--- config.mk ---
export PLATFORM = sky130hd
export DESIGN_NAME = qam_sym_gen_flat
export DESIGN_NICKNAME = d
export VERILOG_FILES = /design/src/rtl/qam_gen_pkg.sv /design/src/rtl/qam_sym_gen_if.sv /design/src/rtl/lfsr_prbs15_step.sv /design/src/rtl/qam_sym_gen.sv /design/src/flat_wrapper.sv
export SDC_FILE = /design/constraint.sdc
export NUM_CORES = 1
export LEC_CHECK = 0
export CAP_MARGIN = 5
export CORE_AREA = 2 2 71 73
export DETAILED_ROUTE_END_ITERATION = 10
export DIE_AREA = 0 0 73 75
export PLACE_DENSITY = 0.74
export SETUP_SLACK_MARGIN = 0.15
export SLEW_MARGIN = 20
export SYNTH_ARGS = -nofsm -noshare
export SYNTH_HDL_FRONTEND = slang
export SYNTH_HIERARCHICAL = 1
export SYNTH_SLANG_ARGS = --single-unit
--- constraint.sdc ---
create_clock -name clock -period 2.3 [get_ports clock]
set_input_delay 0.46 -clock clock [delete_from_list [all_inputs] [get_ports clock]]
set_output_delay 0.46 -clock clock [all_outputs]
set_load 0.01 [all_outputs]
--- src/rtl/qam_gen_pkg.sv ---
// Shared constants for the QAM test-symbol source: mode encodings, PRBS15
// seed and taps, and the default fixed pattern.
package qam_gen_pkg;

    typedef enum logic [1:0] {
        MODE_PATTERN = 2'd0,
        MODE_PRBS    = 2'd1,
        MODE_COUNT   = 2'd2,
        MODE_RSVD    = 2'd3
    } mode_e;

    localparam logic [14:0] PRBS_SEED   = 15'h7FFF;
    localparam int          PRBS_TAP_HI = 14;
    localparam int          PRBS_TAP_LO = 13;

    localparam logic [27:0] PATTERN_DEFAULT = 28'h6CC1555;

endpackage

--- src/rtl/qam_sym_gen_if.sv ---
// Symbol handshake between the test-data source and the QAM mapper.
interface qam_sym_gen_if #(
    parameter int BITS_PER_SYM = 4
);
    logic [BITS_PER_SYM-1:0] sym_data;
    logic                    sym_valid;
    logic                    sym_ready;
    logic                    data_change;

    modport master (output sym_data, output sym_valid, output data_change, input sym_ready);
    modport slave  (input sym_data, input sym_valid, input data_change, output sym_ready);
endinterface

--- src/rtl/lfsr_prbs15_step.sv ---
// PRBS15 (x^15+x^14+1) Fibonacci LFSR advanced STEPS times in one cycle;
// the first bit shifted out lands in the MSB of bits.
module lfsr_prbs15_step
    import qam_gen_pkg::*;
#(
    parameter int STEPS = 4
) (
    input  logic [14:0]      state,
    output logic [14:0]      next_state,
    output logic [STEPS-1:0] bits
);

    logic [14:0] s;

    always_comb begin
        s    = state;
        bits = '0;
        for (int i = 0; i < STEPS; i++) begin
            bits[STEPS-1-i] = s[PRBS_TAP_HI];
            s = {s[13:0], s[PRBS_TAP_HI] ^ s[PRBS_TAP_LO]};
        end
        next_state = s;
    end

endmodule

--- src/rtl/qam_sym_gen.sv ---
// Test-symbol source: one symbol per SYM_PERIOD enabled clocks from a rotating
// pattern, PRBS15 or a counter, delivered over a valid/ready handshake.
module qam_sym_gen
    import qam_gen_pkg::*;
#(
    parameter int                   BITS_PER_SYM = 4,
    parameter int                   SYM_PERIOD   = 8,
    parameter int                   PATTERN_W    = 28,
    parameter logic [PATTERN_W-1:0] PATTERN      = PATTERN_DEFAULT
) (
    input  logic                 clock,
    input  logic                 reset,
    input  logic                 enable,
    input  logic [1:0]           mode,
    input  logic                 clear_overrun,
    output logic                 overrun,
    qam_sym_gen_if.master        sym
);

    localparam int CNT_W = (SYM_PERIOD > 1) ? $clog2(SYM_PERIOD) : 1;
    localparam logic [CNT_W-1:0] CNT_LAST = CNT_W'(SYM_PERIOD - 1);

    logic [CNT_W-1:0]        cnt;
    logic [PATTERN_W-1:0]    pattern;
    logic [PATTERN_W-1:0]    pattern_rot;
    logic [14:0]             lfsr;
    logic [14:0]             lfsr_src;
    logic [14:0]             lfsr_next;
    logic [BITS_PER_SYM-1:0] prbs_bits;
    logic [BITS_PER_SYM-1:0] count;
    logic [BITS_PER_SYM-1:0] next_sym;
    logic [BITS_PER_SYM-1:0] sym_data;
    logic                    sym_valid;
    logic                    data_change;
    logic                    tick;
    logic                    load;
    logic                    stall;

    assign tick  = enable && (cnt == CNT_LAST);
    assign load  = tick && (!sym_valid || sym_sready());
    assign stall = tick && sym_valid && !sym_sready();

    function automatic logic sym_sready();
        return sym.sym_ready;
    endfunction

    // Circular rotate so symbols straddle the wrap when widths don't divide.
    assign pattern_rot = {pattern[PATTERN_W-BITS_PER_SYM-1:0], pattern[PATTERN_W-1 -: BITS_PER_SYM]};

    // An all-zero LFSR would lock up; treat it as the seed instead.
    assign lfsr_src = (lfsr == '0) ? PRBS_SEED : lfsr;

    lfsr_prbs15_step #(
        .STEPS (BITS_PER_SYM)
    ) u_prbs (
        .state      (lfsr_src),
        .next_state (lfsr_next),
        .bits       (prbs_bits)
    );

    always_comb begin
        case (mode_e'(mode))
            MODE_PRBS:  next_sym = prbs_bits;
            MODE_COUNT: next_sym = count;
            default:    next_sym = pattern[PATTERN_W-1 -: BITS_PER_SYM];
        endcase
    end

    always_ff @(posedge clock or posedge reset) begin
        if (reset) begin
            cnt         <= '0;
            sym_data    <= '0;
            sym_valid   <= 1'b0;
            data_change <= 1'b0;
            overrun     <= 1'b0;
            pattern     <= PATTERN;
            lfsr        <= PRBS_SEED;
            count       <= '0;
        end else begin
            data_change <= load;
            if (enable) begin
                cnt <= tick ? '0 : cnt + 1'b1;
            end

            if (load) begin
                sym_data  <= next_sym;
                sym_valid <= 1'b1;
                case (mode_e'(mode))
                    MODE_PRBS:  lfsr    <= lfsr_next;
                    MODE_COUNT: count   <= count + 1'b1;
                    default:    pattern <= pattern_rot;
                endcase
            end else if (sym_valid && sym.sym_ready && !tick) begin
                sym_valid <= 1'b0;
            end

            // A stall on the same edge outranks a clear request.
            if (stall) begin
                overrun <= 1'b1;
            end else if (clear_overrun) begin
                overrun <= 1'b0;
            end
        end
    end

    assign sym.sym_data    = sym_data;
    assign sym.sym_valid   = sym_valid;
    assign sym.data_change = data_change;

endmodule

--- src/flat_wrapper.sv ---
// flat-port wrapper written by rule: the top's interface ports become plain ports
module qam_sym_gen_flat import qam_gen_pkg::*;
#(
    parameter int                   BITS_PER_SYM = 4,
    parameter int                   SYM_PERIOD   = 8,
    parameter int                   PATTERN_W    = 28,
    parameter logic [PATTERN_W-1:0] PATTERN      = PATTERN_DEFAULT
)
  (clock, reset, enable, mode, clear_overrun, overrun, sym_sym_data, sym_sym_valid, sym_data_change, sym_sym_ready);
  qam_sym_gen_if #(.BITS_PER_SYM(BITS_PER_SYM)) sym_i ();
  input  logic clock;
  input  logic reset;
  input  logic enable;
  input  logic [1:0] mode;
  input  logic clear_overrun;
  output logic overrun;
  output wire logic [$bits(sym_i.sym_data)-1:0] sym_sym_data;
  output wire logic [$bits(sym_i.sym_valid)-1:0] sym_sym_valid;
  output wire logic [$bits(sym_i.data_change)-1:0] sym_data_change;
  input wire logic [$bits(sym_i.sym_ready)-1:0] sym_sym_ready;
  assign sym_sym_data = sym_i.sym_data;
  assign sym_sym_valid = sym_i.sym_valid;
  assign sym_data_change = sym_i.data_change;
  assign sym_i.sym_ready = sym_sym_ready;
  qam_sym_gen #(.BITS_PER_SYM(BITS_PER_SYM), .SYM_PERIOD(SYM_PERIOD), .PATTERN_W(PATTERN_W), .PATTERN(PATTERN)) u_core (.clock(clock), .reset(reset), .enable(enable), .mode(mode), .clear_overrun(clear_overrun), .overrun(overrun), .sym(sym_i));
endmodule
Word-level counts from Yosys, hierarchy flattened
Index checks and enable logic that the tools add are counted.
{"block": "op_classes", "addsub": 2, "eq_ne": 3, "n_bitwise": 5, "n_reduce_logical": 17, "n_mux": 7}
{"operator": "15-bit logical NOT", "n": 1}
{"operator": "15-bit 2-to-1 mux", "n": 1}
{"operator": "4-bit one-hot mux with 2 select lines", "n": 1}
{"operator": "1-bit logical AND", "n": 6}
{"operator": "2-bit AND reduction", "n": 3}
{"operator": "4-bit by 1-bit adder with 4-bit output (second input constant)", "n": 1}
{"operator": "1-bit 2-to-1 mux", "n": 4}
{"operator": "2-bit nonzero test", "n": 2}
{"operator": "1-bit XOR", "n": 4}
{"operator": "3-bit by 1-bit adder with 3-bit output (second input constant)", "n": 1}
{"operator": "3-bit == test (second input constant)", "n": 1}
{"operator": "1-bit logical NOT", "n": 3}
{"operator": "3-bit 2-to-1 mux", "n": 1}
{"operator": "2-bit by 1-bit == test with 1-bit output (second input constant)", "n": 1}
{"operator": "2-bit == test (second input constant)", "n": 1}
{"operator": "2-bit OR reduction", "n": 1}
{"operator": "1-bit logical OR", "n": 1}
{"operator": "1-bit inverter", "n": 1}
{"block": "word_totals", "word_cells": 42, "in_bits": 7, "reg_bits": 57, "output_inout_bits": 7}

Depth between registers and ports, before layout
{"block": "depth", "word_depth": 6, "ltp_mapped": 8, "ltp_nobuf": 6}

Hierarchy
Netlist, hierarchy kept.
{"module": "qam_sym_gen", "seq_area_each_um2": 1461.4, "area_each_um2": 2567.5, "n_inst": 1, "cells_each": 174}
{"module": "lfsr_prbs15_step", "seq_area_each_um2": 0.0, "area_each_um2": 147.6, "n_inst": 1, "cells_each": 19}

Worst setup path after synthesis
Ideal clock, no wire load.
{"block": "synth_timing", "path_type": "reg2reg", "start": "reg u_core.lfsr[8]", "end": "reg u_core.sym_data[1], in the netlist u_core/sym.sym_data[1]", "path_buffers": 2, "path_slack_ns": 0.282, "setup_time_ns": 0.127, "required_time_ns": 2.173, "synth_period_minus_slack_ns": 2.018, "arrival_ns": 1.891, "path_stages_with_launch": 9, "cell_sequence": "dfstp_2 -> nor4_1 -> nand4_1 -> clkbuf_1 -> nand2b_1 -> buf_4 -> a221oi_1 -> a21oi_1 -> mux2_1"}
{"block": "synth_via", "elab_chain_len": 3}
{"element": "start, declared", "line_no": "qam_sym_gen.sv:26", "source": "logic [14:0] lfsr;"}
{"element": "start signal, assigned", "line_no": "qam_sym_gen.sv:89", "source": "MODE_PRBS: lfsr <= lfsr_next;"}
{"element": "15-bit logical NOT", "line_no": "qam_sym_gen.sv:51", "source": "assign lfsr_src = (lfsr == '0) ? PRBS_SEED : lfsr;"}
{"element": "15-bit 2-to-1 mux", "line_no": "qam_sym_gen.sv:51"}
{"element": "via u_core.lfsr_src[12]", "line_no": "qam_sym_gen.sv:27", "source": "logic [14:0] lfsr_src;"}
{"element": "4-bit one-hot mux with 2 select lines", "line_no": "qam_sym_gen.sv:62", "source": "case (mode_e'(mode))"}
{"element": "end signal, assigned", "line_no": "qam_sym_gen.sv:86", "source": "sym_data <= next_sym;"}
{"element": "end, declared", "line_no": "qam_sym_gen.sv:32", "source": "logic [BITS_PER_SYM-1:0] sym_data;"}
The timed path passes the listed nets, and every way through them passes these cells.
A chain may end at the register's enable or synchronous reset.

Worst setup path in the final report
{"block": "layout_timing", "start": "reg u_core.lfsr[10]", "end": "reg u_core.sym_data[0], in the netlist u_core/sym.sym_data[0]"}
Same word-level chain as after synthesis.

==> flow_summary_export.csv <==
group,metric,value,unit
clock_tree,cts_resized,0,
cells_and_area,area_delta_synth_final,10.60,%
cells_and_area,layout_commonest_cell,"dfrtp_1",
timing,finalSetupTns,0,ps
worst_setup_path,worst-r2r-cell-count,6,
cells_and_area,nets,215,
global_route,antenna_found_initial,0,
timing,setup_ws,395.9,ps
synth,synthesis.nets,205,
power,finalPower,3.185,mW
worst_setup_path,required,2510,ps
clock_tree,postCtsSetupBuffers,0,
synth,syn_inst,193,
drt,dr_total_vias,1405,
clock_tree,clock-root-buffer,"clkbuf_8",
floorplan,dieArea,5475,um^2
timing,worstMarginPinSlew,414.1,ps
power,power_leakage,1.445,nW
drt,post-route-drc-count,0,
clock_tree,clk_pin_slew_worst_paths,60,ps
timing,period_share,0.8279,
global_route,grt_pass1_wl,7.189,mm
cells_and_area,num_antenna_cells,0,
clock_tree,cts_buffer_depth,2,
job,drv_cap,0,
global_route,groute.usage.overall,0.1858,
synth,netlist_area,2715,um^2
timing,clock_skew,6.669,ps
cells_and_area,layout-drive-gt1-share,0.4760,
place,port_buffers,13,
drt,drt-total-wl,4.197,mm
power,ir_worst_vdd,0.0005468,V
clock_tree,ctsHoldBuffers,0,
synth,seq_area_frac_synth,0.5382,
power,switching_share,0.3118,
floorplan,die_height,75,um
place,gp_congestion,0.7785,
clock_tree,htreeDepth,3,
floorplan,ios,14,
floorplan,core_area,4661,um^2
drt,wl_per_cell,16.02,um
power,pwr-share-clk,0.240,
worst_setup_path,r2r_slack,400,ps
clock_tree,clock_latency,330,ps
clock_tree,cts_tree,"yes",
timing,setup_violations,0,
drt,vias_per_cell,5.363,
power,p_seq_frac,0.436,
timing,rsz0062_at_grt,"no",
global_route,overflow,0,
drt,postRouteAntennaNets,0,
global_route,grt_pass1_vias,1541,
clock_tree,clock_sinks,57,
outcome,status,"complete, no violations",
synth,synth_seq_cells,57,
power,p_sw,993.1,uW
timing,finalHoldViolCount,0,
worst_setup_path,crit_path_end_kind,"flip-flop",
clock_tree,cts_inserted_buffers,9,
worst_setup_path,worstSetupStartpoint,"u_core/lfsr[10]",
synth,yosysWarnings,6,
worst_setup_path,cp.arrival,2120,ps
worst_setup_path,cp_max_fo,10,
place,place_ws,80.01,ps
place,dp_hpwl,3.059,mm
worst_setup_path,cp-start-kind,"flip-flop",
floorplan,start_util,0.5826,
timing,fmax,525.2,MHz
timing,period_minus_slack,1904,ps
worst_setup_path,crit_type,"reg2reg",
floorplan,die_w,73,um
power,power.density,1061,nW/um^2
power,combPwrFrac,0.324,
min_path,hp-class,"in2async",
worst_setup_path,r2r-end,"u_core/sym.sym_data[0]",
power,internal-power,2.192,mW
worst_setup_path,regToRegStartpoint,"u_core/lfsr[10]",
global_route,grt_max_degree,26,
synth,synth_area_per_cell,14.07,um^2
drt,dr.pass1.iters,4,
timing,drv_slew,0,
drt,drtIter0Drc,31,
timing,slew_headroom,0.7235,
floorplan,core.rowCount,25,
synth,yosys.cell_types.count,27,
cells_and_area,layout_common_cells,"dfrtp_1 (29), mux2_2 (28), dfstp_2 (28)",
layer usage:
layer,vias up,track usage,part of all wire
li1,670,-,-
met1,711,0.2059,0.42
met5,-,0,0
met4,0,0.09259,0.020
met3,9,0.07229,0.032
met2,15,0.3133,0.53
worst max path at each step:
stage / end / slack [ps]
floorplan: u_core/sym.sym_data[1] / 280
global placement: u_core/sym.sym_data[1] / 120
detailed placement: u_core/sym.sym_data[0] / 80
CTS: u_core/sym.sym_data[0] / 390
global route: u_core/sym.sym_data[0] / 200
finish: u_core/sym.sym_data[0] / 400
cells in the mapped netlist:
master / count / area, um^2
nor2_1: 1 / 3.750
inv_1: 9 / 33.78
nand4_1: 2 / 12.51
ha_1: 5 / 62.56
mux2_2: 28 / 315.3
nand3_4: 2 / 35.03
mux2_4: 20 / 300.3
nand3_1: 2 / 10.01
dfrtp_1: 29 / 725.7
and4_1: 1 / 8.760
a22o_1: 2 / 17.52
a221oi_1: 4 / 35.03
dfstp_2: 28 / 735.7
buf_4: 15 / 112.6
mux2_1: 1 / 11.26
nand2b_1: 16 / 100.1
o22ai_1: 1 / 6.260
nand2_1: 2 / 7.510
nor3_1: 1 / 5.000
a21oi_1: 4 / 20.02
buf_6: 4 / 45.04
clkbuf_1: 1 / 3.750
nor4_1: 3 / 18.77
buf_2: 3 / 15.01
xor2_1: 4 / 35.03
and2_1: 2 / 12.51
xnor2_1: 3 / 26.28
logic make-up (layout without fill, tap and decap cells):
logic type	after synthesis	after routing	synth area share
flops	57	57	0.5383
mux	49	49	0.2309
simple gates	32	32	0.07880
buf+inv	32	47	0.07742
compound gates	11	11	0.02903
xor+xnor	7	7	0.02258
fa+ha+maj	5	5	0.02304
power by group through the flow:
| stage | clock [mW] | sequential [mW] | combinational (mW) |
|---|---|---|---|
| 6_report | 0.763 | 1.39 | 1.03 |
| 5_1_grt | 0.843 | 1.41 | 1.16 |
| 4_1_cts | 0.795 | 1.39 | 1.05 |
| 3_5_place_dp | 0 | 1.41 | 1.05 |
| 3_3_place_gp | 0 | 1.39 | 1.01 |
| 2_1_floorplan | 0 | 1.37 | 1.26 |
area by class of cell:
class / count / area, um^2
clock buffer: 15 / 156.4
clock inverter: 1 / 5.005
fill: 336 / 1658
inverter: 9 / 33.78
multi-input combinational: 104 / 1044
sequential: 57 / 1461
tap: 54 / 67.56
timing repair buffer: 22 / 235.2
critical path, stage by stage, from the launching register on:
cell and delay, ps:
dfstp_2 550, nor4_1 50, nand4_1 300, nand2b_1 200, a221oi_1 350, a21oi_1 70, mux2_2 270
sequential cells by signal, indices dropped and copies added (netlist names):
register and flops:
u_core/sym.sym_valid 1, u_core/count 4, u_core/pattern 28, u_core/lfsr 15, u_core/sym.data_change 1, u_core/overrun 1, u_core/cnt 3, u_core/sym.sym_data 4
stage by stage:
| step | instance area, um^2 | std cells | utilization | hold slack (ps) |
|---|---|---|---|---|
| final | 3003 | 262 | 0.6443 | 444.1 |
| after global routing | 3003 | 262 | 0.6443 | 463.4 |
| after CTS | 3003 | 262 | 0.6443 | 450.1 |
| after detailed placement | 2841 | 246 | 0.6097 | 467.1 |
| after global placement | 2841 | 246 | 0.6097 | 467.8 |
| after floorplan | 2715 | 193 | - | 446.5 |
No activity file was read; power rests on OpenSTA's default activity.
